--- src/rtl/pipeline_hazard_ctrl.sv ---
// Pipeline hazard controller: produces stall/flush controls for load-use, taken-branch and LM/SM sequencing.
// Optional perf counters are enabled by defining HAZ_PERF_CNT_EN; otherwise stall_cnt/flush_cnt are tied to 0.
module pipeline_hazard_ctrl #(
    parameter logic [3:0] LW_OP = 4'b0100,
    parameter logic [3:0] LM_OP = 4'b0110,
    parameter logic [3:0] SM_OP = 4'b0111,
    parameter int         CNT_W = 16
) (
    input  logic             clk,
    input  logic             reset,
    input  logic [15:0]      rr_IR,
    input  logic [15:0]      ex_IR,
    input  logic [2:0]       ex_WriteAdd,
    input  logic             br_taken,
    output logic             stall_pc,
    output logic             stall_ifrr,
    output logic             flush_ifrr,
    output logic             flush_rrex,
    output logic             first_multiple,
    output logic [2:0]       multi_reg,
    output logic             multi_active,
    output logic [CNT_W-1:0] stall_cnt,
    output logic [CNT_W-1:0] flush_cnt
);

    typedef enum logic {
        ST_IDLE  = 1'b0,
        ST_MULTI = 1'b1
    } state_t;

    state_t     r_state;
    state_t     w_state_nxt;
    logic [7:0] r_list;
    logic [7:0] w_list_nxt;
    logic [7:0] w_list;
    logic       w_load_use;
    logic       w_rr_multi;
    logic       w_beat;
    logic       w_more;
    logic [2:0] w_lowest;
    logic       w_unused;

    assign w_unused   = ^ex_IR[11:0];
    assign w_load_use = (ex_IR[15:12] == LW_OP) &&
                        ((ex_WriteAdd == rr_IR[11:9]) || (ex_WriteAdd == rr_IR[8:6]));
    assign w_rr_multi = (rr_IR[15:12] == LM_OP) || (rr_IR[15:12] == SM_OP);

    // On the entry cycle the list comes straight from RR so the first beat costs no extra cycle.
    assign w_list = (r_state == ST_MULTI) ? r_list : rr_IR[7:0];
    assign w_beat = !br_taken &&
                    ((r_state == ST_MULTI) || (w_rr_multi && (rr_IR[7:0] != 8'd0) && !w_load_use));
    assign w_more = (w_list & (w_list - 8'd1)) != 8'd0;

    always_comb begin
        w_lowest = 3'd0;
        for (int i = 7; i >= 0; i--) begin
            if (w_list[i]) w_lowest = 3'(i);
        end
    end

    // NOTE: sequential state uses non-blocking assignments so every flop samples pre-edge values.
    always_ff @(posedge clk or negedge reset) begin
        if (!reset) begin
            r_state <= ST_IDLE;
            r_list  <= 8'd0;
        end else begin
            r_state <= w_state_nxt;
            r_list  <= w_list_nxt;
        end
    end

    // NOTE: every combinational output gets a default first so no latch is inferred.
    always_comb begin
        w_state_nxt = ST_IDLE;
        w_list_nxt  = 8'd0;
        if (w_beat && w_more) begin
            w_state_nxt = ST_MULTI;
            w_list_nxt  = w_list & (w_list - 8'd1);
        end
    end

    always_comb begin
        stall_pc       = 1'b0;
        stall_ifrr     = 1'b0;
        flush_ifrr     = 1'b0;
        flush_rrex     = 1'b0;
        first_multiple = 1'b0;
        multi_reg      = 3'd0;
        multi_active   = 1'b0;
        if (reset) begin
            if (br_taken) begin
                flush_ifrr = 1'b1;
                flush_rrex = 1'b1;
            end else if (w_beat) begin
                multi_active   = 1'b1;
                multi_reg      = w_lowest;
                first_multiple = (r_state == ST_IDLE);
                stall_pc       = w_more;
                stall_ifrr     = w_more;
            end else if (w_load_use) begin
                stall_pc   = 1'b1;
                stall_ifrr = 1'b1;
                flush_rrex = 1'b1;
            end else if (w_rr_multi) begin
                // Empty register list: the LM/SM retires as a bubble.
                flush_rrex = 1'b1;
            end
        end
    end

`ifdef HAZ_PERF_CNT_EN
    localparam logic [CNT_W-1:0] CNT_ONE = {{(CNT_W-1){1'b0}}, 1'b1};

    logic [CNT_W-1:0] r_stall_cnt;
    logic [CNT_W-1:0] r_flush_cnt;

    always_ff @(posedge clk or negedge reset) begin
        if (!reset) begin
            r_stall_cnt <= '0;
            r_flush_cnt <= '0;
        end else begin
            if (stall_pc && (r_stall_cnt != '1)) r_stall_cnt <= r_stall_cnt + CNT_ONE;
            if (br_taken && (r_flush_cnt != '1)) r_flush_cnt <= r_flush_cnt + CNT_ONE;
        end
    end

    assign stall_cnt = r_stall_cnt;
    assign flush_cnt = r_flush_cnt;
`else
    assign stall_cnt = '0;
    assign flush_cnt = '0;
`endif

endmodule
--- config.mk ---
export PLATFORM = sky130hd
export DESIGN_NAME = pipeline_hazard_ctrl
export DESIGN_NICKNAME = d
export VERILOG_FILES = /design/src/rtl/pipeline_hazard_ctrl.sv
export SDC_FILE = /design/constraint.sdc
export NUM_CORES = 1
export LEC_CHECK = 0
export BUFFER_PORTS_ARGS = -buffer_cell sky130_fd_sc_hd__buf_4
export CORE_MARGIN = 5
export CORE_UTILIZATION = 30
export DETAILED_ROUTE_END_ITERATION = 10
export RECOVER_POWER = 25
export SKIP_CTS_REPAIR_TIMING = 1
export SLEW_MARGIN = 20
export SYNTH_ARGS = -nofsm -noshare
export SYNTH_HDL_FRONTEND = slang
export SYNTH_SLANG_ARGS = --single-unit
--- constraint.sdc ---
create_clock -name clk -period 4.3 [get_ports clk]
set_input_delay 0.43 -clock clk [delete_from_list [all_inputs] [get_ports clk]]
set_output_delay 0.43 -clock clk [all_outputs]
set_load 0.02 [all_outputs]
==> results of run 1 <==
registers in the layout, indices dropped and copies added (netlist names):
name	count
r_list	7
r_state	1
cell type report:
class	count	area, µm²	share of cell area, %
Tap cell	46	57.6	4.53
Inverter	4	15.0	1.18
Sequential cell	8	200	15.7
Timing Repair Buffer	35	262	20.6
Clock buffer	3	22.5	1.77
Multi-Input combinational cell	116	714	56.2
kinds of logic after synthesis:
| family | Yosys count |
|---|---|
| flops | 8 |
| compound gates | 33 |
| other cells | 1 |
| simple gates | 42 |
| buf+inv | 41 |
| xor+xnor | 4 |
| mux | 5 |
power groups by stage:
stage          Combinational (mW)  Clock (mW)  Sequential (mW)
6_report                    0.106      0.0559           0.0841
5_1_grt                     0.115      0.0657           0.0848
4_1_cts                     0.105      0.0609           0.0840
3_5_place_dp                0.105           0           0.0854
3_3_place_gp                0.104           0           0.0851
2_1_floorplan              0.0952           0           0.0810
metrics by stage:
stage	instance area (µm²)	power, mW	setup WS [ns]	utilization, %
after floorplan	1200	0.176	1.57	-
after global placement	1240	0.189	1.27	36.4
after detailed placement	1240	0.190	1.24	36.4
after CTS	1260	0.250	0.958	37.0
after global routing	1270	0.265	0.743	37.2
final	1270	0.246	0.967	37.2
synth_stat cells (all sizes together):
| library cell | count |
|---|---|
| a2111oi | 5 |
| a21boi | 1 |
| a21o | 2 |
| a21oi | 8 |
| a221oi | 1 |
| a31oi | 1 |
| a32oi | 1 |
| and2 | 1 |
| and3 | 3 |
| and3b | 1 |
| buf | 34 |
| clkbuf | 3 |
| conb | 1 |
| dfrtp | 8 |
| inv | 4 |
| mux2 | 1 |
| mux2i | 4 |
| nand2 | 7 |
| nand2b | 2 |
| nor2 | 8 |
| nor2b | 1 |
| nor3 | 5 |
| nor4 | 3 |
| nor4b | 1 |
| o211ai | 1 |
| o21a | 1 |
| o21ai | 6 |
| o22ai | 1 |
| o311a | 1 |
| o31a | 1 |
| o31ai | 2 |
| o32ai | 1 |
| or2 | 3 |
| or3 | 2 |
| or3b | 1 |
| or4 | 3 |
| or4b | 1 |
| xor2 | 4 |
metal layers:
metal	global-route usage [%]	part of all wire (%)	vias up
met1	14.0	42	467
met2	17.6	48	44
met4	4.47	0.72	0
li1	-	-	488
met3	2.44	8.6	2
met5	0	0	-
cells in the final DEF (no fill, tap or decap), drive strengths merged, types with 4 or more instances in the layout:
cell type and count:
buf 33, conb 32, nor2 8, a21oi 8, dfrtp 8, nand2 7
o21ai 6, nor3 5, a2111oi 5, xor2 4, inv 4, mux2i 4
clkbuf 4
worst max-delay path: stages, from the launching register on:
cell,delay [ns]
dfrtp_1,0.86
or3b_2,0.55
a21boi_4,0.24
a31oi_2,0.15
a2111oi_4,0.32
buf_4,0.22
o32ai_2,0.10
buf_4,0.20
final timing paths:
kind                       cells past startpoint   endpoint  slack [ns]
min                                            3  r_list[1]        0.46
max                                            7   stall_pc        0.97
max in group asynchronous                      2  r_list[6]        3.22
max reg2reg                                    6  r_list[1]        1.72
min reg2reg                                    2  r_list[7]        0.62
min in group asynchronous                      2  r_list[1]        0.70
==> impl_metrics.csv, run 1 <==
group,metric,value,unit
setup_path,r2r_start,"r_state",
floorplanning,rows,21,
clock_network,cts_sinks,8,
placement,placed_cells,208,
clock_network,cts-root-buf,"clkbuf_4",
finish,fin_cells,212,
synthesis,synth-xor-area-share,3.23,%
setup_path,path_max_fanout,25,
timing,slew_headroom,45.9,%
synthesis,syn_inst,134,
floorplanning,ios,79,
clock_network,clk_pin_slew,0.05,ns
finish,diodes,0,
drt,vias_per_cell,4.72,
floorplanning,die_w,70.1,µm
power,p_int,0.149,mW
timing,fin_hold_ws,0.457,ns
setup_path,cp.required,3.87,ns
timing,setup_tns,0,ns
global_routing,track_usage,10.9,%
synthesis,synth_compound_area_share,24.9,%
run_status,status,"complete, no violations",
floorplanning,die-area,4920,µm²
timing,finClkSkew,0.00193,ns
clock_network,clkLatencyLatePin,0.25,ns
synthesis,yosys.area.top_type,"buf_4",
floorplanning,dieHeight,70.1,µm
floorplanning,coreArea,3420,µm²
timing,fin_crit,3.33,ns
setup_path,start_kind,"flip-flop",
synthesis,ys_warn_count,0,
clock_network,cts.path.max_buffers,2,
synthesis,synth.distinct_cells,43,
placement,gp_congestion,0.874,
synthesis,syn_area,1080,µm²
synthesis,seq_area_frac_synth,18.5,%
timing,fmax,300,MHz
power,combPwrFrac,43.0,%
synthesis,synth_seq_cells,8,
floorplanning,start_util,31.8,%
synthesis,yosys.area_share.simple,21.9,%
synthesis,muxShareOfSynthArea,4.73,%
finish,n_fill_cell,371,
synthesis,synth_top_area_share,22.8,%
drt,antenna_left,0,
synthesis,ys_top_cells_by_area,"buf_4 23%, dfrtp_1 18%, a21oi_1 3.7%",
global_routing,grt_max_degree,26,
setup_path,worst_setup_path_end_kind,"output pin",
power,power.density,193,nW/µm²
clock_network,cts.htree.levels,1,
finish,nets,206,
timing,maxSlewViolCount,0,
setup_path,critPathKind,"flip-flop to output pin",
synthesis,avgSynthCellArea,8.10,µm²
setup_path,crit_start,"r_state",
drt,firstDrtPassIters,4,
placement,dp_hpwl,2320,µm
power,power_frac_clock,22.7,%
global_routing,grt_pass1_wl,4350,µm
drt,routed-via-count,1001,
clock_network,cts_tree,"built",
setup_path,arrival,2.90,ns
timing,grt_setup_unrepaired,"no",
global_routing,grt_overflow,0,
power,vdd_drop_max,144,µV
drt,routed_wl,2770,µm
hold_path,hp-start,"rr_IR[1]",
power,power.leakage,0.595,nW
clock_network,cts_made_buffers,3,
power,seq_power_share,34.2,%
global_routing,grt_pass1_vias,919,
timing,finalCritPeriodShare,77.5,%
job,maxCapViolations,0,
timing,worst_slew_pin_slew,0.811,ns
placement,io_buffers,33,
finish,drive_gt1_share,27.7,%
drt,wire_per_inst,13.1,µm
timing,setup_viol,0,
synthesis,synth_fa_ha_area_share,0,%
timing,finalHoldViolations,0,
drt,drc,0,
drt,drtIter0Drc,27,
power,p_sw_share,39.3,%
finish,syn_to_final_growth,17.2,%
hold_path,hp-class,"input port to flip-flop",
global_routing,antenna_found_initial,0,
synthesis,synth_top_family_by_area,"buffers and inverters",
power,switchingPower,0.0966,mW
(Power assumes the default switching activity.)
==> run 2: changes to the inputs <==
==> constraint.sdc (replaced) <==
create_clock -name clk -period 3.35 [get_ports clk]
set_input_delay 0.335 -clock clk [delete_from_list [all_inputs] [get_ports clk]]
set_output_delay 0.335 -clock clk [all_outputs]
set_load 0.02 [all_outputs]
==> run 2 against run 1 <==
  * Core utilization rose by 0.22 points
  * Worst setup slack lost 0.51 ns
  * Largest cell class unchanged
  * Clock skew rose by 0.0013 ns
  * Clock power is 27% higher
  * Via count grew 0.50%
  * Combinational power up 30%
  * Total power is 28% higher
==> impl_metrics.csv, run 2 (synthesis results as in run 1) <==
group,metric,value,unit
drt,firstDrtPassIters,6,
timing,fmax,345,MHz
timing,setup_tns,0,ns
power,combPwrFrac,43.9,%
setup_path,path_max_fanout,16,
power,p_int,0.192,mW
clock_network,cts.path.max_buffers,2,
global_routing,grt_pass1_wl,4390,µm
drt,routed-via-count,1006,
setup_path,reg2reg_slack,0.95,ns
power,vdd_drop_max,160,µV
global_routing,grt_max_degree,17,
floorplanning,start_util,31.8,%
global_routing,antenna_found_initial,0,
floorplanning,die_w,70.1,µm
timing,finalHoldViolations,0,
finish,n_fill_cell,378,
finish,largest_reg_flops,7,
power,power.leakage,0.600,nW
setup_path,cp.required,3.01,ns
finish,final_cell_mix,"34 x buf_4, 32 x conb_1, 8 x nor2_1, 8 x a21oi_1, 8 x dfrtp_1",
timing,slew_headroom,54.9,%
floorplanning,die-area,4920,µm²
finish,layout_commonest_cell,"buf_4",
finish,diodes,0,
global_routing,grt_pass1_vias,935,
setup_path,critPathKind,"flip-flop to output pin",
finish,drive_gt1_share,28.1,%
timing,setup_viol,0,
placement,placed_cells,209,
timing,finClkSkew,0.00326,ns
clock_network,cts-root-buf,"clkbuf_4",
clock_network,cts.htree.levels,1,
placement,gp_congestion,0.868,
finish,nets,207,
floorplanning,ios,79,
drt,drc,0,
timing,maxSlewViolCount,0,
power,power.density,247,nW/µm²
timing,fin_crit,2.90,ns
job,maxCapViolations,0,
drt,antenna_left,0,
hold_path,hp-class,"input port to flip-flop",
setup_path,start_kind,"flip-flop",
finish,largest-register,"r_list",
hold_path,hold_path_end,"r_list[1]",
drt,vias_per_cell,4.72,
setup_path,reg2reg_to,"r_list[1]",
drt,drtIter0Drc,21,
setup_path,r2r_cells,6,
clock_network,cts_made_buffers,3,
floorplanning,coreArea,3420,µm²
power,switchingPower,0.123,mW
power,power_frac_clock,22.5,%
finish,syn_to_final_growth,17.9,%
power,seq_power_share,33.6,%
setup_path,r2r_start,"r_state",
placement,io_buffers,33,
drt,routed_wl,2750,µm
power,p_sw_share,39.0,%
floorplanning,rows,21,
clock_network,cts_tree,"built",
clock_network,cts_sinks,8,
timing,finalCritPeriodShare,86.4,%
run_status,status,"complete, no violations",
timing,grt_setup_unrepaired,"no",
setup_path,worst_setup_path_end_kind,"output pin",
finish,top_regs,"r_list: 7 flops, r_state: 1 flops",
setup_path,arrival,2.56,ns
clock_network,clk_pin_slew,0.05,ns
global_routing,track_usage,10.8,%
drt,wire_per_inst,12.9,µm
hold_path,hold_path_depth,3,
hold_path,hp-start,"rr_IR[1]",
floorplanning,dieHeight,70.1,µm
finish,fin_cells,213,
placement,dp_hpwl,2340,µm
clock_network,clkLatencyLatePin,0.25,ns
timing,worst_slew_pin_slew,0.660,ns
global_routing,grt_overflow,0,
run 2: per-layer routing:
layer / GRT usage, % / part of all wire [%] / vias to the layer above
met2: 17.2 / 46 / 44
met5: 0 / 0 / -
li1: - / - / 489
met1: 14.2 / 44 / 469
met4: 3.83 / 1.2 / 0
met3: 2.30 / 8.3 / 4
run 2: through the flow:
step	total power [mW]	util [%]	hold WS, ns	worst slack, ns	cell area (µm²)
2_1_floorplan	0.226	-	0.0394	0.716	1200
3_3_place_gp	0.244	36.6	0.168	0.726	1250
3_5_place_dp	0.245	36.6	0.171	0.714	1250
4_1_cts	0.317	37.3	-0.0976	0.447	1270
5_1_grt	0.337	37.4	0.376	0.307	1280
6_report	0.315	37.4	0.358	0.454	1280
run 2: final cells by class:
type / count / area, µm² / area share [%]
Timing Repair Buffer: 36 / 269 / 21.0
Multi-Input combinational cell: 116 / 714 / 55.9
Clock buffer: 3 / 22.5 / 1.76
Inverter: 4 / 15.0 / 1.17
Tap cell: 46 / 57.6 / 4.50
Sequential cell: 8 / 200 / 15.7
run 2: how the worst max path moves through the flow:
stage               startpoint    endpoint  depth (start not counted)
floorplan              r_state    stall_pc                          7
global placement       r_state  stall_ifrr                          6
detailed placement   ex_IR[13]  stall_ifrr                          6
CTS                    r_state  stall_ifrr                          6
global route           r_state    stall_pc                          6
finish                 r_state    stall_pc                          6
run 2: power by group through the flow:
stage / logic [mW] / clock network [mW] / registers (mW)
2_1_floorplan: 0.122 / 0 / 0.104
4_1_cts: 0.137 / 0.0743 / 0.106
3_5_place_dp: 0.137 / 0 / 0.108
6_report: 0.138 / 0.0708 / 0.106
3_3_place_gp: 0.136 / 0 / 0.107
5_1_grt: 0.151 / 0.0799 / 0.107
run 2: critical path, stage by stage, from the launching register on:
cell,delay [ns]
dfrtp_1,0.57
or4_4,0.64
a21boi_4,0.25
a31oi_2,0.14
a2111oi_4,0.40
o32ai_2,0.15
buf_4,0.18
